**src/rtl/serial_pkg.sv**
```systemverilog
// Shared definitions for the buffered serial port: status bit positions,
// FSM state encodings and the control-register master-reset code.
package serial_pkg;

    localparam int ST_RDRF = 0;
    localparam int ST_TDRE = 1;
    localparam int ST_FE   = 4;
    localparam int ST_OVR  = 5;
    localparam int ST_IRQ  = 7;

    localparam logic [1:0] MASTER_RESET_CODE = 2'b11;

    typedef enum logic [1:0] {
        RX_IDLE,
        RX_START,
        RX_DATA,
        RX_STOP
    } rx_state_t;

    typedef enum logic [1:0] {
        TX_IDLE,
        TX_START,
        TX_DATA,
        TX_STOP
    } tx_state_t;

endpackage

```
**src/rtl/sync_fifo.sv**
```systemverilog
// Single-clock FIFO with occupancy count; pointers wrap modulo DEPTH
// (power of two), so a simultaneous push and pop leaves the count unchanged.
module sync_fifo #(
    parameter int WIDTH = 8,
    parameter int DEPTH = 16
) (
    input  logic             clk,
    input  logic             srst,
    input  logic             push,
    input  logic [WIDTH-1:0] push_data,
    input  logic             pop,
    output logic             full,
    output logic             empty,
    output logic [WIDTH-1:0] head
);

    localparam int AW = $clog2(DEPTH);
    localparam logic [AW:0] FULL_COUNT = (AW + 1)'(DEPTH);

    logic [WIDTH-1:0] mem [DEPTH];
    logic [AW-1:0]    wr_ptr_reg;
    logic [AW-1:0]    rd_ptr_reg;
    logic [AW:0]      count_reg;
    logic             do_push;
    logic             do_pop;

    assign full    = (count_reg == FULL_COUNT);
    assign empty   = (count_reg == '0);
    assign do_push = push & ~full;
    assign do_pop  = pop & ~empty;

    // Head is read asynchronously so a read strobe captures it in the same clk it pops.
    assign head = mem[rd_ptr_reg];

    always_ff @(posedge clk) begin
        if (do_push) begin
            mem[wr_ptr_reg] <= push_data;
        end
    end

    always_ff @(posedge clk) begin
        if (srst) begin
            wr_ptr_reg <= '0;
            rd_ptr_reg <= '0;
            count_reg  <= '0;
        end else begin
            if (do_push) begin
                wr_ptr_reg <= wr_ptr_reg + 1'b1;
            end
            if (do_pop) begin
                rd_ptr_reg <= rd_ptr_reg + 1'b1;
            end
            case ({do_push, do_pop})
                2'b10:   count_reg <= count_reg + 1'b1;
                2'b01:   count_reg <= count_reg - 1'b1;
                default: count_reg <= count_reg;
            endcase
        end
    end

endmodule

```
**src/rtl/serial_fifo_io.sv**
```systemverilog
// Bus-compatible 8N1 serial port with a receive FIFO, single-byte transmit
// holding register, sticky FE/OVR flags and a receive interrupt.
module serial_fifo_io
    import serial_pkg::*;
#(
    parameter int BAUD_DIV   = 16,
    parameter int FIFO_DEPTH = 16
) (
    input  logic       clk,
    input  logic       reset,
    input  logic       ce,
    input  logic       addr,
    input  logic [7:0] data_in,
    input  logic       rd,
    input  logic       we,
    output logic [7:0] data_out,
    input  logic       rx,
    output logic       tx,
    output logic       irq
);

    localparam int CW = $clog2(BAUD_DIV);
    localparam logic [CW-1:0] BIT_LAST  = CW'(BAUD_DIV - 1);
    localparam logic [CW-1:0] HALF_LAST = CW'(BAUD_DIV / 2 - 1);

    logic       srst;
    logic       ctrl_wr;
    logic       master_reset;
    logic       data_wr;
    logic       status_rd;
    logic       data_rd;
    logic [7:0] status;

    logic       fifo_full;
    logic       fifo_empty;
    logic [7:0] fifo_head;
    logic       rx_push;
    logic       set_fe;
    logic       set_ovr;

    logic [7:0] data_out_reg;
    logic       rie_reg;
    logic       fe_reg;
    logic       ovr_reg;
    logic       irq_reg;

    logic       rx_meta_reg, rx_sync_reg, rx_prev_reg;
    rx_state_t  rx_state_reg, rx_state_next;
    logic [CW-1:0] rx_cnt_reg, rx_cnt_next;
    logic [2:0] rx_bit_reg, rx_bit_next;
    logic [7:0] rx_shift_reg, rx_shift_next;

    tx_state_t  tx_state_reg, tx_state_next;
    logic [CW-1:0] tx_cnt_reg, tx_cnt_next;
    logic [2:0] tx_bit_reg, tx_bit_next;
    logic [7:0] tx_shift_reg, tx_shift_next;
    logic [7:0] hold_reg, hold_next;
    logic       tdre_reg, tdre_next;
    logic       tx_reg, tx_next;

    assign ctrl_wr      = ce & we & ~addr;
    assign master_reset = ctrl_wr & (data_in[1:0] == MASTER_RESET_CODE);
    assign srst         = reset | master_reset;
    assign data_wr      = ce & we & addr & tdre_reg;
    assign status_rd    = ce & rd & ~addr;
    assign data_rd      = ce & rd & addr;

    assign data_out = data_out_reg;
    assign tx       = tx_reg;
    assign irq      = irq_reg;

    always_comb begin
        status          = 8'h00;
        status[ST_RDRF] = ~fifo_empty;
        status[ST_TDRE] = tdre_reg;
        status[ST_FE]   = fe_reg;
        status[ST_OVR]  = ovr_reg;
        status[ST_IRQ]  = irq_reg;
    end

    sync_fifo #(
        .WIDTH (8),
        .DEPTH (FIFO_DEPTH)
    ) u_rx_fifo (
        .clk       (clk),
        .srst      (srst),
        .push      (rx_push),
        .push_data (rx_shift_reg),
        .pop       (data_rd),
        .full      (fifo_full),
        .empty     (fifo_empty),
        .head      (fifo_head)
    );

    // A new error event wins over a status-read clear in the same clk so it is never lost.
    always_ff @(posedge clk) begin
        if (srst) begin
            data_out_reg <= 8'h00;
            rie_reg      <= 1'b0;
            fe_reg       <= 1'b0;
            ovr_reg      <= 1'b0;
            irq_reg      <= 1'b0;
        end else begin
            if (rd) begin
                data_out_reg <= addr ? (fifo_empty ? 8'h00 : fifo_head) : status;
            end
            if (ctrl_wr) begin
                rie_reg <= data_in[7];
            end
            irq_reg <= rie_reg & ~fifo_empty;
            if (set_fe) begin
                fe_reg <= 1'b1;
            end else if (status_rd) begin
                fe_reg <= 1'b0;
            end
            if (set_ovr) begin
                ovr_reg <= 1'b1;
            end else if (status_rd) begin
                ovr_reg <= 1'b0;
            end
        end
    end

    // Receiver: two-flop synchroniser plus one more stage for falling-edge detection.
    always_ff @(posedge clk) begin
        if (srst) begin
            rx_meta_reg  <= 1'b1;
            rx_sync_reg  <= 1'b1;
            rx_prev_reg  <= 1'b1;
            rx_state_reg <= RX_IDLE;
            rx_cnt_reg   <= '0;
            rx_bit_reg   <= '0;
            rx_shift_reg <= '0;
        end else begin
            rx_meta_reg  <= rx;
            rx_sync_reg  <= rx_meta_reg;
            rx_prev_reg  <= rx_sync_reg;
            rx_state_reg <= rx_state_next;
            rx_cnt_reg   <= rx_cnt_next;
            rx_bit_reg   <= rx_bit_next;
            rx_shift_reg <= rx_shift_next;
        end
    end

    always_comb begin
        rx_state_next = rx_state_reg;
        rx_cnt_next   = rx_cnt_reg;
        rx_bit_next   = rx_bit_reg;
        rx_shift_next = rx_shift_reg;
        rx_push       = 1'b0;
        set_fe        = 1'b0;
        set_ovr       = 1'b0;
        unique case (rx_state_reg)
            RX_IDLE: begin
                rx_cnt_next = '0;
                if (rx_prev_reg & ~rx_sync_reg) begin
                    rx_state_next = RX_START;
                end
            end
            RX_START: begin
                if (rx_cnt_reg == HALF_LAST) begin
                    rx_cnt_next   = '0;
                    rx_bit_next   = '0;
                    rx_state_next = rx_sync_reg ? RX_IDLE : RX_DATA;
                end else begin
                    rx_cnt_next = rx_cnt_reg + 1'b1;
                end
            end
            RX_DATA: begin
                if (rx_cnt_reg == BIT_LAST) begin
                    rx_cnt_next   = '0;
                    rx_shift_next = {rx_sync_reg, rx_shift_reg[7:1]};
                    rx_bit_next   = rx_bit_reg + 1'b1;
                    if (rx_bit_reg == 3'd7) begin
                        rx_state_next = RX_STOP;
                    end
                end else begin
                    rx_cnt_next = rx_cnt_reg + 1'b1;
                end
            end
            RX_STOP: begin
                if (rx_cnt_reg == BIT_LAST) begin
                    rx_cnt_next   = '0;
                    rx_state_next = RX_IDLE;
                    if (!rx_sync_reg) begin
                        set_fe = 1'b1;
                    end else if (fifo_full) begin
                        set_ovr = 1'b1;
                    end else begin
                        rx_push = 1'b1;
                    end
                end else begin
                    rx_cnt_next = rx_cnt_reg + 1'b1;
                end
            end
            default: rx_state_next = RX_IDLE;
        endcase
    end

    always_ff @(posedge clk) begin
        if (srst) begin
            tx_state_reg <= TX_IDLE;
            tx_cnt_reg   <= '0;
            tx_bit_reg   <= '0;
            tx_shift_reg <= '0;
            hold_reg     <= '0;
            tdre_reg     <= 1'b1;
            tx_reg       <= 1'b1;
        end else begin
            tx_state_reg <= tx_state_next;
            tx_cnt_reg   <= tx_cnt_next;
            tx_bit_reg   <= tx_bit_next;
            tx_shift_reg <= tx_shift_next;
            hold_reg     <= hold_next;
            tdre_reg     <= tdre_next;
            tx_reg       <= tx_next;
        end
    end

    // A CPU write needs TDRE=1 and the FSM only takes the byte when TDRE=0, so they never collide.
    always_comb begin
        tx_state_next = tx_state_reg;
        tx_cnt_next   = tx_cnt_reg;
        tx_bit_next   = tx_bit_reg;
        tx_shift_next = tx_shift_reg;
        hold_next     = hold_reg;
        tdre_next     = tdre_reg;
        tx_next       = tx_reg;
        if (data_wr) begin
            hold_next = data_in;
            tdre_next = 1'b0;
        end
        unique case (tx_state_reg)
            TX_IDLE: begin
                if (!tdre_reg) begin
                    tx_shift_next = hold_reg;
                    tdre_next     = 1'b1;
                    tx_next       = 1'b0;
                    tx_cnt_next   = '0;
                    tx_state_next = TX_START;
                end
            end
            TX_START: begin
                if (tx_cnt_reg == BIT_LAST) begin
                    tx_cnt_next   = '0;
                    tx_bit_next   = '0;
                    tx_next       = tx_shift_reg[0];
                    tx_shift_next = {1'b0, tx_shift_reg[7:1]};
                    tx_state_next = TX_DATA;
                end else begin
                    tx_cnt_next = tx_cnt_reg + 1'b1;
                end
            end
            TX_DATA: begin
                if (tx_cnt_reg == BIT_LAST) begin
                    tx_cnt_next = '0;
                    if (tx_bit_reg == 3'd7) begin
                        tx_next       = 1'b1;
                        tx_state_next = TX_STOP;
                    end else begin
                        tx_next       = tx_shift_reg[0];
                        tx_shift_next = {1'b0, tx_shift_reg[7:1]};
                        tx_bit_next   = tx_bit_reg + 1'b1;
                    end
                end else begin
                    tx_cnt_next = tx_cnt_reg + 1'b1;
                end
            end
            TX_STOP: begin
                if (tx_cnt_reg == BIT_LAST) begin
                    tx_cnt_next = '0;
                    if (!tdre_reg) begin
                        tx_shift_next = hold_reg;
                        tdre_next     = 1'b1;
                        tx_next       = 1'b0;
                        tx_state_next = TX_START;
                    end else begin
                        tx_state_next = TX_IDLE;
                    end
                end else begin
                    tx_cnt_next = tx_cnt_reg + 1'b1;
                end
            end
            default: tx_state_next = TX_IDLE;
        endcase
    end

endmodule

```
**config.mk**
```make
export PLATFORM = sky130hd
export DESIGN_NAME = serial_fifo_io
export DESIGN_NICKNAME = d
export VERILOG_FILES = /design/src/rtl/serial_pkg.sv /design/src/rtl/sync_fifo.sv /design/src/rtl/serial_fifo_io.sv
export SDC_FILE = /design/constraint.sdc
export NUM_CORES = 1
export LEC_CHECK = 0
export CAP_MARGIN = 10
export CORE_MARGIN = 2
export CORE_UTILIZATION = 66
export DETAILED_ROUTE_END_ITERATION = 10
export PLACE_DENSITY_LB_ADDON = 0.2
export SYNTH_ARGS = -nofsm -noshare
export SYNTH_HDL_FRONTEND = slang
export SYNTH_SLANG_ARGS = --single-unit
export TNS_END_PERCENT = 20
```
**constraint.sdc**
```tcl
create_clock -name clk -period 4.6 [get_ports clk]
set_clock_uncertainty 0.15 [all_clocks]
set_input_delay 0.92 -clock clk [delete_from_list [all_inputs] [get_ports clk]]
set_output_delay 0.92 -clock clk [all_outputs]
set_load 0.01 [all_outputs]
```
==> reports/results.ini <==
[setup_path]
cp.arrival_ns = 3.86
crit_path_max_fanout = 7
startpoint_type = primary input
cp-startpoint = addr
r2r_start = rx_state_reg[0]
path_class = primary input to flip-flop
crit_required_ns = 4.87
end_kind = flip-flop

[logic_synthesis]
synth_async_sr_flop_share_pct = 0
synth_top_flop_cell = edfxtp_1
netlist_area_um2 = 8420
syn-instance-count = 606
yosysSeqAreaShare_pct = 63.7
ys_types = 57
ys_seq_elements = 204
yosys_warnings = 0
synth_fp_nets = 639
avgSynthCellArea_um2 = 13.9
synth_edf_count = 128

[cts]
post_cts_buffers = 0
cts_buffers = 21
h-tree-depth = 1
clk_pin_slew_worst_paths_ns = 0.06
numClockSinks = 204
hold_buffers = 0
insertion_delay_ns = 0.50
clockBufferDepth = 3
cts_resized = 0
cts_tree = built
cts_root_buf = clkbuf_16

[die]
initial_core_util_pct = 67.2
num_rows = 41
core_um2 = 12500
die_w_um = 117
die-area_um2 = 13700
die_height_um = 117
ios = 25

[timing]
rsz0062_at_grt = false
max_freq_mhz = 279
setup_viol = 0
hold_violations = 0
worst_slack_ns = 1.02
worstMarginPinSlew_ns = 0.997
layout_worst_path_cycle_share_pct = 77.8
fin_crit_ns = 3.58
maxSlewHeadroom_pct = 33.3
finalSetupTns_ns = 0
slew_viol_final = 0

[placement]
gp_congestion = 0.851
hpwl_mm = 10.3
dp_worst_setup_slack_ns = 0.564
portBuffers = 24

[min_path]
hold_path_startpoint = rx_meta_reg
hold_class = flip-flop to flip-flop

[global_route]
grt_use_total_pct = 25.0
antenna_found_initial = 0
grt_pass1_wl_mm = 25.7
grt_overflow_total = 0
grt_max_degree = 57
grt_pass1_vias = 4850

[route]
drt-initial-drc-count = 442
drtPass1Iterations = 5
wl_mm = 16.5
ant_nets = 0
vias = 4992
viasPerCell = 6.13
drc = 0
wl_per_cell_um = 20.3

[power_and_ir_drop]
p_leak_nw = 3.10
power_density_nw_per_um2 = 416
ir_drop_mv = 0.385
p_comb_share_pct = 7.4
power.switching_uw = 903
clockPowerShare_pct = 41.7
seqPwrFrac_pct = 50.9
p_int_mw = 3.02
netSwitchingFraction_pct = 23.0

[layout]
layout_commonest_cell = edfxtp_1
regMostFlops = u_rx_fifo.mem
final_cell_mix = edfxtp_1 (128), dfxtp_1 (75), nor2_1 (72)
largest_reg_flops = 128
fin_nets = 660
diodes = 0
final_util_pct = 75.3
syn2layout_area_growth_pct = 12.1
drive_gt1_share_pct = 13.6

[run_status]
status = finished clean

[flow_run]
drv_cap = 0

==> power by group through the flow <==
stage | combinational [mW] | clock [mW] | sequential [mW]
detailed placement | 0.289 | 0 | 2.04
CTS | 0.290 | 1.66 | 2.00
floorplan | 0.237 | 0 | 2.02
global placement | 0.274 | 0 | 2.03
finish | 0.289 | 1.64 | 2.00
global route | 0.325 | 1.73 | 2.00
==> worst max-delay path: stages <==
cell             delay [ns]
clkdlybuf4s50_1        0.59
nand2_1                0.14
a211oi_2               0.46
ha_1                   0.41
xor2_1                 0.11
ha_1                   0.20
a21oi_1                0.29
a32o_1                 0.23
a21oi_1                0.05
or3_1                  0.31
a21oi_1                0.15
==> cell usage after synthesis, drive strengths merged, types with 3 or more instances <==
cell type	number	area [µm²]
nand3b	3	22.5
nand4	3	18.8
xnor2	4	35.0
ha	18	225
nand3	7	35.0
nand4b	4	35.0
or3	3	18.8
nor2b	6	37.5
nor2	73	277
edfxtp	128	3840
mux4	31	713
xor2	7	61.3
dfxtp	76	1520
o21ai	15	75.1
a221o	3	30.0
nor3	10	55.1
buf	15	105
a21oi	33	169
a31oi	4	25.0
nand2b	15	93.8
a22oi	4	30.0
clkbuf	16	62.6
nand2	38	143
and3	3	18.8
mux2	6	67.6
inv	9	33.8
o22ai	3	18.8
nor3b	4	30.0
mux2i	29	290
a211oi	16	140
==> through the flow <==
stage          hold WS (ns)  area (µm²)  instances  total power [mW]
4_1_cts               0.281        9430        814              3.95
5_1_grt               0.298        9430        814              4.06
2_1_floorplan         0.236        8420        606              2.26
3_5_place_dp          0.269        8760        776              2.32
3_3_place_gp          0.248        8760        776              2.31
6_report              0.268        9430        814              3.92
==> cell families after synthesis <==
| family | Yosys count | share of synthesized area [%] |
|---|---|---|
| AND/OR/NAND/NOR | 173 | 9.72 |
| XOR/XNOR | 11 | 1.14 |
| flip-flops | 204 | 63.7 |
| adder cells (fa/ha/maj) | 18 | 2.68 |
| buffers and inverters | 40 | 2.39 |
| multiplexers | 66 | 12.7 |
| AO/OA/AOI/OAI | 94 | 7.60 |
==> layout make-up <==
type,instances,area [µm²]
Timing Repair Buffer,29,278
Tap cell,172,215
Clock buffer,25,561
Sequential cell,204,5370
Clock inverter,13,113
Inverter,9,33.8
Fill cell,805,3090
Multi-Input combinational cell,362,2870
==> worst paths after layout <==
kind | to | slack, ns | cells after the start
hold / removal | rx_sync_reg | 0.27 | 1
hold reg to reg | rx_sync_reg | 0.27 | 1
setup reg to reg | u_rx_fifo.count_reg[4] | 1.19 | 11
setup / recovery | u_rx_fifo.count_reg[4] | 1.02 | 11
==> layer usage <==
metal  part of all wire (%)  track usage, %
met5                      0               0
met4                    1.6            6.20
met3                    5.4            4.02
met2                     51            43.7
met1                     42            33.2
(Power assumes the default switching activity.)
